## config.mk

```make
export PLATFORM = sky130hd
export DESIGN_NAME = decoder_4to8_hold_flat
export DESIGN_NICKNAME = d
export VERILOG_FILES = /design/src/rtl/decoder_4to8_hold_pkg.sv /design/src/rtl/decoder_4to8_hold_if.sv /design/src/rtl/decoder_4to8_hold_decoder_3to8.sv /design/src/rtl/decoder_4to8_hold.sv /design/src/flat_wrapper.sv
export SDC_FILE = /design/constraint.sdc
export NUM_CORES = 1
export LEC_CHECK = 0
export ABC_AREA = 1
export CAP_MARGIN = 20
export CORE_AREA = 2 2 50 52
export CTS_BUF_LIST = sky130_fd_sc_hd__clkbuf_16
export DETAILED_ROUTE_END_ITERATION = 16
export DIE_AREA = 0 0 52 54
export HOLD_SLACK_MARGIN = 0.12
export SLEW_MARGIN = 0
export SYNTH_ARGS = -nofsm -noshare
export SYNTH_HDL_FRONTEND = slang
export SYNTH_SLANG_ARGS = --single-unit
```

## constraint.sdc

```tcl
create_clock -name i_clk -period 1.2 [get_ports i_clk]
set_input_delay 0.12 -clock i_clk [delete_from_list [all_inputs] [get_ports i_clk]]
set_output_delay 0.12 -clock i_clk [all_outputs]
set_load 0.01 [all_outputs]
```

## src/rtl/decoder_4to8_hold_pkg.sv

```systemverilog
// Shared definitions for the 4-to-8 hold decoder.
// Covers the state encoding, the code field layout and the one-hot width.
package decoder_4to8_hold_pkg;

    typedef enum logic {
        IDLE = 1'b0,
        SHOW = 1'b1
    } state_e;

    // Codes come from the 8-to-4 priority encoder as {flag, index[2:0]}.
    localparam int CODE_W   = 4;
    localparam int IDX_W    = 3;
    localparam int ONEHOT_W = 8;

    localparam int FLAG_BIT = 3;
    localparam int IDX_MSB  = 2;
    localparam int IDX_LSB  = 0;

endpackage : decoder_4to8_hold_pkg

```

## src/rtl/decoder_4to8_hold_if.sv

```systemverilog
// Valid/ready code-in, one-hot-out bus of the hold decoder.
// Clock and reset stay outside the bundle.
interface decoder_4to8_hold_if;
    import decoder_4to8_hold_pkg::*;

    logic                i_en;
    logic                i_valid;
    logic [CODE_W-1:0]   i_num;
    logic                o_ready;
    logic                o_valid;
    logic [ONEHOT_W-1:0] o_num;

    // Upstream side: drives the code and the enable.
    modport master (
        output i_en, i_valid, i_num,
        input  o_ready, o_valid, o_num
    );

    // Decoder side.
    modport slave (
        input  i_en, i_valid, i_num,
        output o_ready, o_valid, o_num
    );

endinterface : decoder_4to8_hold_if

```

## src/rtl/decoder_4to8_hold_decoder_3to8.sv

```systemverilog
// Combinational 3-to-8 one-hot decoder.
// The output is all zeros while the decoder is disabled.
module decoder_3to8
    import decoder_4to8_hold_pkg::*;
(
    input  logic                i_en,
    input  logic [IDX_W-1:0]    i_idx,
    output logic [ONEHOT_W-1:0] o_onehot
);

    // NOTE: assign a default to every always_comb output first; otherwise
    // the disabled path would leave o_onehot unassigned and infer a latch.
    always_comb begin
        o_onehot = '0;
        if (i_en) begin
            o_onehot[i_idx] = 1'b1;
        end
    end

endmodule : decoder_3to8

```

## src/rtl/decoder_4to8_hold.sv

```systemverilog
// Registered 4-to-8 decoder that holds each accepted code for HOLD_CYCLES
// enabled cycles. The display blanks while paused, and the decoder goes idle once the hold ends.
module decoder_4to8_hold
    import decoder_4to8_hold_pkg::*;
#(
    parameter int HOLD_CYCLES = 4
) (
    input  logic              i_clk,
    input  logic              i_rst,
    decoder_4to8_hold_if.slave bus
);

    localparam int CNT_W = (HOLD_CYCLES > 1) ? $clog2(HOLD_CYCLES) : 1;
    localparam logic [CNT_W-1:0] CNT_LAST = CNT_W'(HOLD_CYCLES - 1);

    state_e              state, state_d;
    logic [CNT_W-1:0]    cnt, cnt_d;
    logic [CODE_W-1:0]   code, code_d;
    logic [ONEHOT_W-1:0] num_q, onehot;
    logic                at_last, ready, accept, dec_en;

    assign at_last = (cnt == CNT_LAST);
    assign ready   = !i_rst && bus.i_en &&
                     ((state == IDLE) || ((state == SHOW) && at_last));
    assign accept  = bus.i_valid && ready;

    always_comb begin
        state_d = state;
        cnt_d   = cnt;
        code_d  = code;
        if (accept) begin
            // A new code at the last hold cycle replaces the old one with no gap.
            state_d = SHOW;
            cnt_d   = '0;
            code_d  = bus.i_num;
        end else if ((state == SHOW) && bus.i_en) begin
            if (at_last) begin
                state_d = IDLE;
                cnt_d   = '0;
            end else begin
                cnt_d = cnt + CNT_W'(1);
            end
        end
    end

    // The decode follows the code that will be held next cycle.
    // This gives a fresh code one cycle of latency and blanks the display while paused.
    assign dec_en = code_d[FLAG_BIT] && bus.i_en && (state_d == SHOW);

    decoder_3to8 u_dec (
        .i_en     (dec_en),
        .i_idx    (code_d[IDX_MSB:IDX_LSB]),
        .o_onehot (onehot)
    );

    // NOTE: sequential state uses non-blocking assignments only, so every
    // register samples the pre-edge values regardless of statement order.
    always_ff @(posedge i_clk) begin
        if (i_rst) begin
            state <= IDLE;
            cnt   <= '0;
            code  <= '0;
            num_q <= '0;
        end else begin
            state <= state_d;
            cnt   <= cnt_d;
            code  <= code_d;
            num_q <= onehot;
        end
    end

    assign bus.o_ready = ready;
    assign bus.o_valid = (state == SHOW);
    assign bus.o_num   = num_q;

    a_onehot0 : assert property (@(posedge i_clk) disable iff (i_rst)
        $onehot0(num_q));
    a_blank_idle : assert property (@(posedge i_clk) disable iff (i_rst)
        (state != SHOW) |-> (num_q == '0));

endmodule : decoder_4to8_hold

```

## src/flat_wrapper.sv

```systemverilog
// flat-port wrapper written by rule: the top's interface ports become plain ports
module decoder_4to8_hold_flat import decoder_4to8_hold_pkg::*;
#(
    parameter int HOLD_CYCLES = 4
)
  (i_clk, i_rst, bus_i_en, bus_i_valid, bus_i_num, bus_o_ready, bus_o_valid, bus_o_num);
  decoder_4to8_hold_if bus_i ();
  input  logic i_clk;
  input  logic i_rst;
  input wire logic [$bits(bus_i.i_en)-1:0] bus_i_en;
  input wire logic [$bits(bus_i.i_valid)-1:0] bus_i_valid;
  input wire logic [$bits(bus_i.i_num)-1:0] bus_i_num;
  output wire logic [$bits(bus_i.o_ready)-1:0] bus_o_ready;
  output wire logic [$bits(bus_i.o_valid)-1:0] bus_o_valid;
  output wire logic [$bits(bus_i.o_num)-1:0] bus_o_num;
  assign bus_i.i_en = bus_i_en;
  assign bus_i.i_valid = bus_i_valid;
  assign bus_i.i_num = bus_i_num;
  assign bus_o_ready = bus_i.o_ready;
  assign bus_o_valid = bus_i.o_valid;
  assign bus_o_num = bus_i.o_num;
  decoder_4to8_hold #(.HOLD_CYCLES(HOLD_CYCLES)) u_core (.i_clk(i_clk), .i_rst(i_rst), .bus(bus_i));
endmodule
```

# Yosys cells after proc, flatten, opt, wreduce, memory -nomap -nowiden
# Cells that the tools add are included.
# W data, S select, Z words.
[totals] inputBits=8 wordCells=29 memories=0 ramBits=0 reg_bits=15 latchBits=0 rom_bits=0 out_inout_bits=10
[classes] multipliers=0 add_sub_neg=1 n_lt_le_gt_ge=2 n_div=0 n_reduce_logical=12 bitwise_logic=2 muxes=7 shifts=0 eq_ne=1
[ops] operator="$logic_and A1 B1 Y1" n=8
[ops] operator="$lt A3 B4 Y1 const B" n=1
[ops] operator="$mux W1" n=4
[ops] operator="$mux W4" n=1
[ops] operator="$reduce_or A2 Y1" n=2
[ops] operator="$demux W1 S3" n=1
[ops] operator="$ge A3 B1 Y1 const B" n=1
[ops] operator="$add A2 B1 Y2 const B" n=1
[ops] operator="$eq A2 B2 Y1 const B" n=1
[ops] operator="$mux W2" n=1
[ops] operator="$not A1 Y1" n=2
[ops] operator="$logic_not A1 Y1" n=1
[ops] operator="$logic_or A1 B1 Y1" n=1

# Longest topological paths before layout
# Gate-level depths: netlist of run 1.
[depth] word_depth=10 mapped_depth=9 ltp_nobuf=8

# Modules after synthesis
# Synthesis of run 1 repeated with hierarchy kept, for this count alone.
[unflattened] cells_unflattened=97 area_unflattened_um2=659.4
[by_module_without_submodules] module="decoder_4to8_hold" n_inst=1 cells_per_inst=80 area_each_um2=595.6 seq_area_each_um2=300.3
[by_module_without_submodules] module="decoder_3to8" n_inst=1 cells_per_inst=17 area_each_um2=63.8 seq_area_each_um2=0.0

# Worst setup path before layout of run 1
# Ideal clock, no wire load.
[synth_timing] path_type="register to register" start="register u_core.cnt[0]" end="register u_core.num_q[0], in the netlist u_core.bus.o_num[0]" stages_incl_launch_ff=10 synth_period_minus_slack_ns=1.292 t_arrival_ns=1.229 setup_time_ns=0.064 path_slack_ns=-0.092 n_path_buf=1 t_required_ns=1.136 path_cell_list="dfxtp_1 -> ha_1 -> inv_1 -> nand2_2 -> nand3_2 -> buf_6 -> nand2_1 -> nand2_1 -> nand3_1 -> nor2_1"
[synth_between] elab_chain_cells=10 elab_cells_between_ends=18 classes_between="order compare (2); eq/ne (1); mux (6); bitwise (1); reduce/logical (8)"
[synth_rtl] item="start: declaration" line="decoder_4to8_hold.sv:17" text="logic [CNT_W-1:0] cnt, cnt_d;"
[synth_rtl] item="start signal: assignment" line="decoder_4to8_hold.sv:66" text="cnt <= cnt_d;"
[synth_rtl] item="$eq A2 B2 Y1 (*)" line="decoder_4to8_hold.sv:22" text="assign at_last = (cnt == CNT_LAST);"
[synth_rtl] item="$logic_and A1 B1 Y1" line="decoder_4to8_hold.sv:24" text="((state == IDLE) || ((state == SHOW) && at_last));"
[synth_rtl] item="$logic_or A1 B1 Y1" line="decoder_4to8_hold.sv:24"
[synth_rtl] item="$logic_and A1 B1 Y1" line="decoder_4to8_hold.sv:23" text="assign ready = !i_rst && bus.i_en &&"
[synth_rtl] item="$logic_and A1 B1 Y1" line="decoder_4to8_hold.sv:25" text="assign accept = bus.i_valid && ready;"
[synth_rtl] item="$mux W4" line="decoder_4to8_hold.sv:31" text="if (accept) begin"
[synth_rtl] item="$lt A3 B4 Y1 (implied by the code), or another cell as far along" line="decoder_4to8_hold_decoder_3to8.sv:16" text="o_onehot[i_idx] = 1'b1;"
[synth_rtl] item="$logic_and A1 B1 Y1 (on tied branches)" line="decoder_4to8_hold_decoder_3to8.sv:16, decoder_4to8_hold.sv:48"
[synth_rtl] item="$mux W1 (implied by the code) / $not A1 Y1 (equally long branches)"
[synth_rtl] item="$demux W1 S3 / $reduce_or A2 Y1 (equally long branches)"
[synth_rtl] item="end signal: assignment" line="decoder_4to8_hold.sv:68" text="num_q <= onehot;"
[synth_rtl] item="end: declaration" line="decoder_4to8_hold.sv:19" text="logic [ONEHOT_W-1:0] num_q, onehot;"
# Mark *: on every way between the ends. The rest lies on a longest branch, timed or not.
# A chain may end at the register's enable or synchronous reset.

# Worst setup path in the final report of run 1
[layout_timing] start="register u_core.cnt[1]" end="register u_core.num_q[1], in the netlist u_core.bus.o_num[1]"
# The elaborated chain is that of the path after synthesis.

==> run summary, run 1 <==
MaxCap Viol Count = 0
Static Leak = 0.593 nW
Synth async-reset ratio = 0%
Startpoint Class = register
slew margin rel. = 89.3%
Post-DP Area = 981 sq um
antenna violations before repair = 0
arrival time at the worst endpoint = 1.44 ns
Setup TNS = -0.425 ns
cts bufs inserted = 3
mux share of post-synthesis cell area = 0%
residual DRC count = 0
fin crit share = 105%
critical path fanouts, max = 8
worst vdd ir = 0.908 mV
R2R cell count = 8
path category of the worst min-delay check = in -> reg
Pwr per Cell Area = 1190 nW/um^2
Worst Setup Path Type = reg -> reg
Worst Setup Slack post-DPL = -0.438 ns
Die Area = 2810 sq um
total grt overflow = 0
Root Buffer = clkbuf_16
Synth Flop Type = dfxtp_1
Via Count = 654
failing checks = negative setup slack
Simple-Gate Fraction of Synth Area = 36.1%
reg-to-reg endpoint = u_core.bus.o_num[1]$_SDFF_PP0_
Starting Density = 28.5%
required time at the worst-slack endpoint = 1.38 ns
number of global-route vias before repair = 601
TritonCTS clock tree = yes
Post-Synth XOR/XNOR Area = 0%
largest net degree at the start of global routing = 10
Total Wirelength = 1480 um
largest family of logic cells by synthesized area = simple AND/OR/NAND/NOR gates
Worst Max-Slew Pin Slew = 0.159 ns
Synth Instances = 84
multi-input logic area = 384 sq um
DR pass1 iterations = 4
post-synthesis adder-cell area fraction = 1.89%
Total Power = 1.35 mW
Clock Pin Slew Worst Setup and Hold Paths = 0.05 ns
FF/Latch Area = 304 sq um
Setup violations, final = 9
first-pass GRT wire length = 2520 um
drt wl/cell = 10.1 um
Area Growth Syn to Fin = 70.7%
Top Ports = 18
Yosys reg bits = 15
cts hold-fix bufs = 0
IO buf count = 17
worst skew pair latency = 0.25 ns
DRT iter0 DRCs = 14
syn nets = 93
H-tree depth = 1
Ant. Diodes = 0
min cycle time layout = 1.26 ns
FMAX = 0.794 GHz
Worst setup endpoint = u_core.bus.o_num[1]$_SDFF_PP0_
site row count = 18
post-synthesis cell area = 662 sq um
RSZ-0062 raised after global routing = yes
Worst setup EP type = register
fin area = 1130 sq um
Unique masters post-synth = 19
Clock Tree Buf Depth = 2
Die W = 52 um
CTS sink cnt = 15
Worst Slack Setup Final = -0.0599 ns
crit path from = u_core.cnt[1]$_SDFFE_PP0N_
RePlAce Congestion = 0.786
Synth Area per Inst = 7.88 sq um
Slew Limit Fails = 0
Total Routing Usage GR = 12.8%
Post-CTS Repair Setup Buffers = 0
core area = 2320 sq um
Die Ht = 54 um
Worst Clk Skew = 0.00411 ns
hpwl dp = 1130 um
vias per inst = 4.48
Final ANT Viol Nets = 0
Finished Core Util = 48.7%
post-synthesis compound-gate area fraction = 8.70%
NumNets Final = 126
Seq/Total Area, Yosys = 45.4%
Hold Vio Cnt, Final = 0
Syn. warnings = 0
status = finished, violations left
Fillers = 222
number of flops mapped to enable cells by yosys = 0
r2r setup slk = -0.06 ns
RR Startpoint = u_core.cnt[1]$_SDFFE_PP0N_
share of post-route cells with drive strength above 1 = 37.1%
[synthesized netlist by cell type (4+ instances only)]
cell	number	share of area, %
nand3_1	9	6.8
dfxtp_1	15	45
inv_1	10	5.7
nor2_1	12	6.8
nand2_1	16	9.1
nand4_1	6	5.7
a21oi_1	4	3.0
[layout make-up]
| cell class | instances | share of cell area, % |
|---|---|---|
| multi-input combinational | 57 | 34.0 |
| sequential | 15 | 26.9 |
| timing repair buffer | 29 | 24.8 |
| clock buffer | 3 | 6.64 |
| inverter | 11 | 3.88 |
| tap | 30 | 3.32 |
| clock inverter | 1 | 0.443 |
[through the flow]
stage	instances	hold slack, ns
2_1_floorplan	84	0.189
3_3_place_gp	142	0.472
3_5_place_dp	142	0.483
4_1_cts	146	0.490
5_1_grt	146	0.343
6_report	146	0.320
[where the power goes]
part / internal, mW / switching, mW
logic: 0.0839 / 0.0925
clock network: 0.445 / 0.207
registers: 0.510 / 0.00708
total: 1.04 / 0.307
[per-layer routing]
layer / part of all wire, % / vias to the layer above / GRT usage [%]
li1: - / 336 / -
met1: 43 / 302 / 15.1
met2: 51 / 13 / 20.3
met3: 3.3 / 3 / 3.33
met4: 2.0 / 0 / 9.21
met5: 0 / - / 0
[layout by cell type (no fill, tap or decap), drive strengths merged, types with 2 or more instances in the layout]
cell | Yosys | final
a21oi | 5 | 5
buf | 1 | 13
clkbuf | 0 | 3
clkdlybuf4s50 | 0 | 6
dfxtp | 15 | 15
dlygate4sd2 | 0 | 3
dlymetal6s2s | 0 | 7
inv | 11 | 11
nand2 | 18 | 18
nand3 | 10 | 10
nand4 | 6 | 6
nor2 | 13 | 13
o21ai | 2 | 2
[how the worst min path moves through the flow]
stage                          startpoint                            end  slack, ns  cells past startpoint
3_3_place_gp   u_core.cnt[1]$_SDFFE_PP0N_     u_core.cnt[1]$_SDFFE_PP0N_       0.47                      2
6_report                         bus_i_en     u_core.cnt[1]$_SDFFE_PP0N_       0.32                      4
3_5_place_dp   u_core.cnt[1]$_SDFFE_PP0N_     u_core.cnt[1]$_SDFFE_PP0N_       0.48                      2
5_1_grt                          bus_i_en     u_core.cnt[1]$_SDFFE_PP0N_       0.34                      4
2_1_floorplan                       i_rst  u_core.bus.o_valid$_SDFF_PP0_       0.19                      1
4_1_cts        u_core.cnt[1]$_SDFFE_PP0N_     u_core.cnt[1]$_SDFFE_PP0N_       0.49                      2
[timing repair]
item / in CTS / in global routing
setup endpoints to repair: 13 / 19
gates resized for setup: 15 / 16
pin swaps: 4 / 9
[registers in the layout, summed over array words and instances, names as in the netlist]
name / count
u_core.bus.o_num: 8
u_core.bus.o_valid: 1
u_core.code: 4
u_core.cnt: 2
[worst max-delay path, cell delays in order, from the launching register on]
cell,delay [ns]
dfxtp_2,0.35
ha_4,0.15
inv_4,0.04
nand2_4,0.06
nand3_4,0.10
buf_6,0.13
o21ai_4,0.15
nand2_4,0.10
nor2_1,0.11
[logic make-up after synthesis]
logic type,after synthesis
adders and majority gates,1
and+or+nand+nor,49
AOI/OAI and AO/OA,7
buffers and inverters,12
DFF,15
(Power assumes the default switching activity.)
==> run 2: changes to the inputs <==
--- a/config.mk
+++ b/config.mk
@@ -11,6 +11,7 @@
 export CTS_BUF_LIST = sky130_fd_sc_hd__clkbuf_16
 export DETAILED_ROUTE_END_ITERATION = 16
 export DIE_AREA = 0 0 52 54
+export GPL_TIMING_DRIVEN = 1
 export HOLD_SLACK_MARGIN = 0.12
 export SLEW_MARGIN = 0
 export SYNTH_ARGS = -nofsm -noshare
==> results of run 2 <==
Final layout, timing and power as in run 1 (identical DEF).
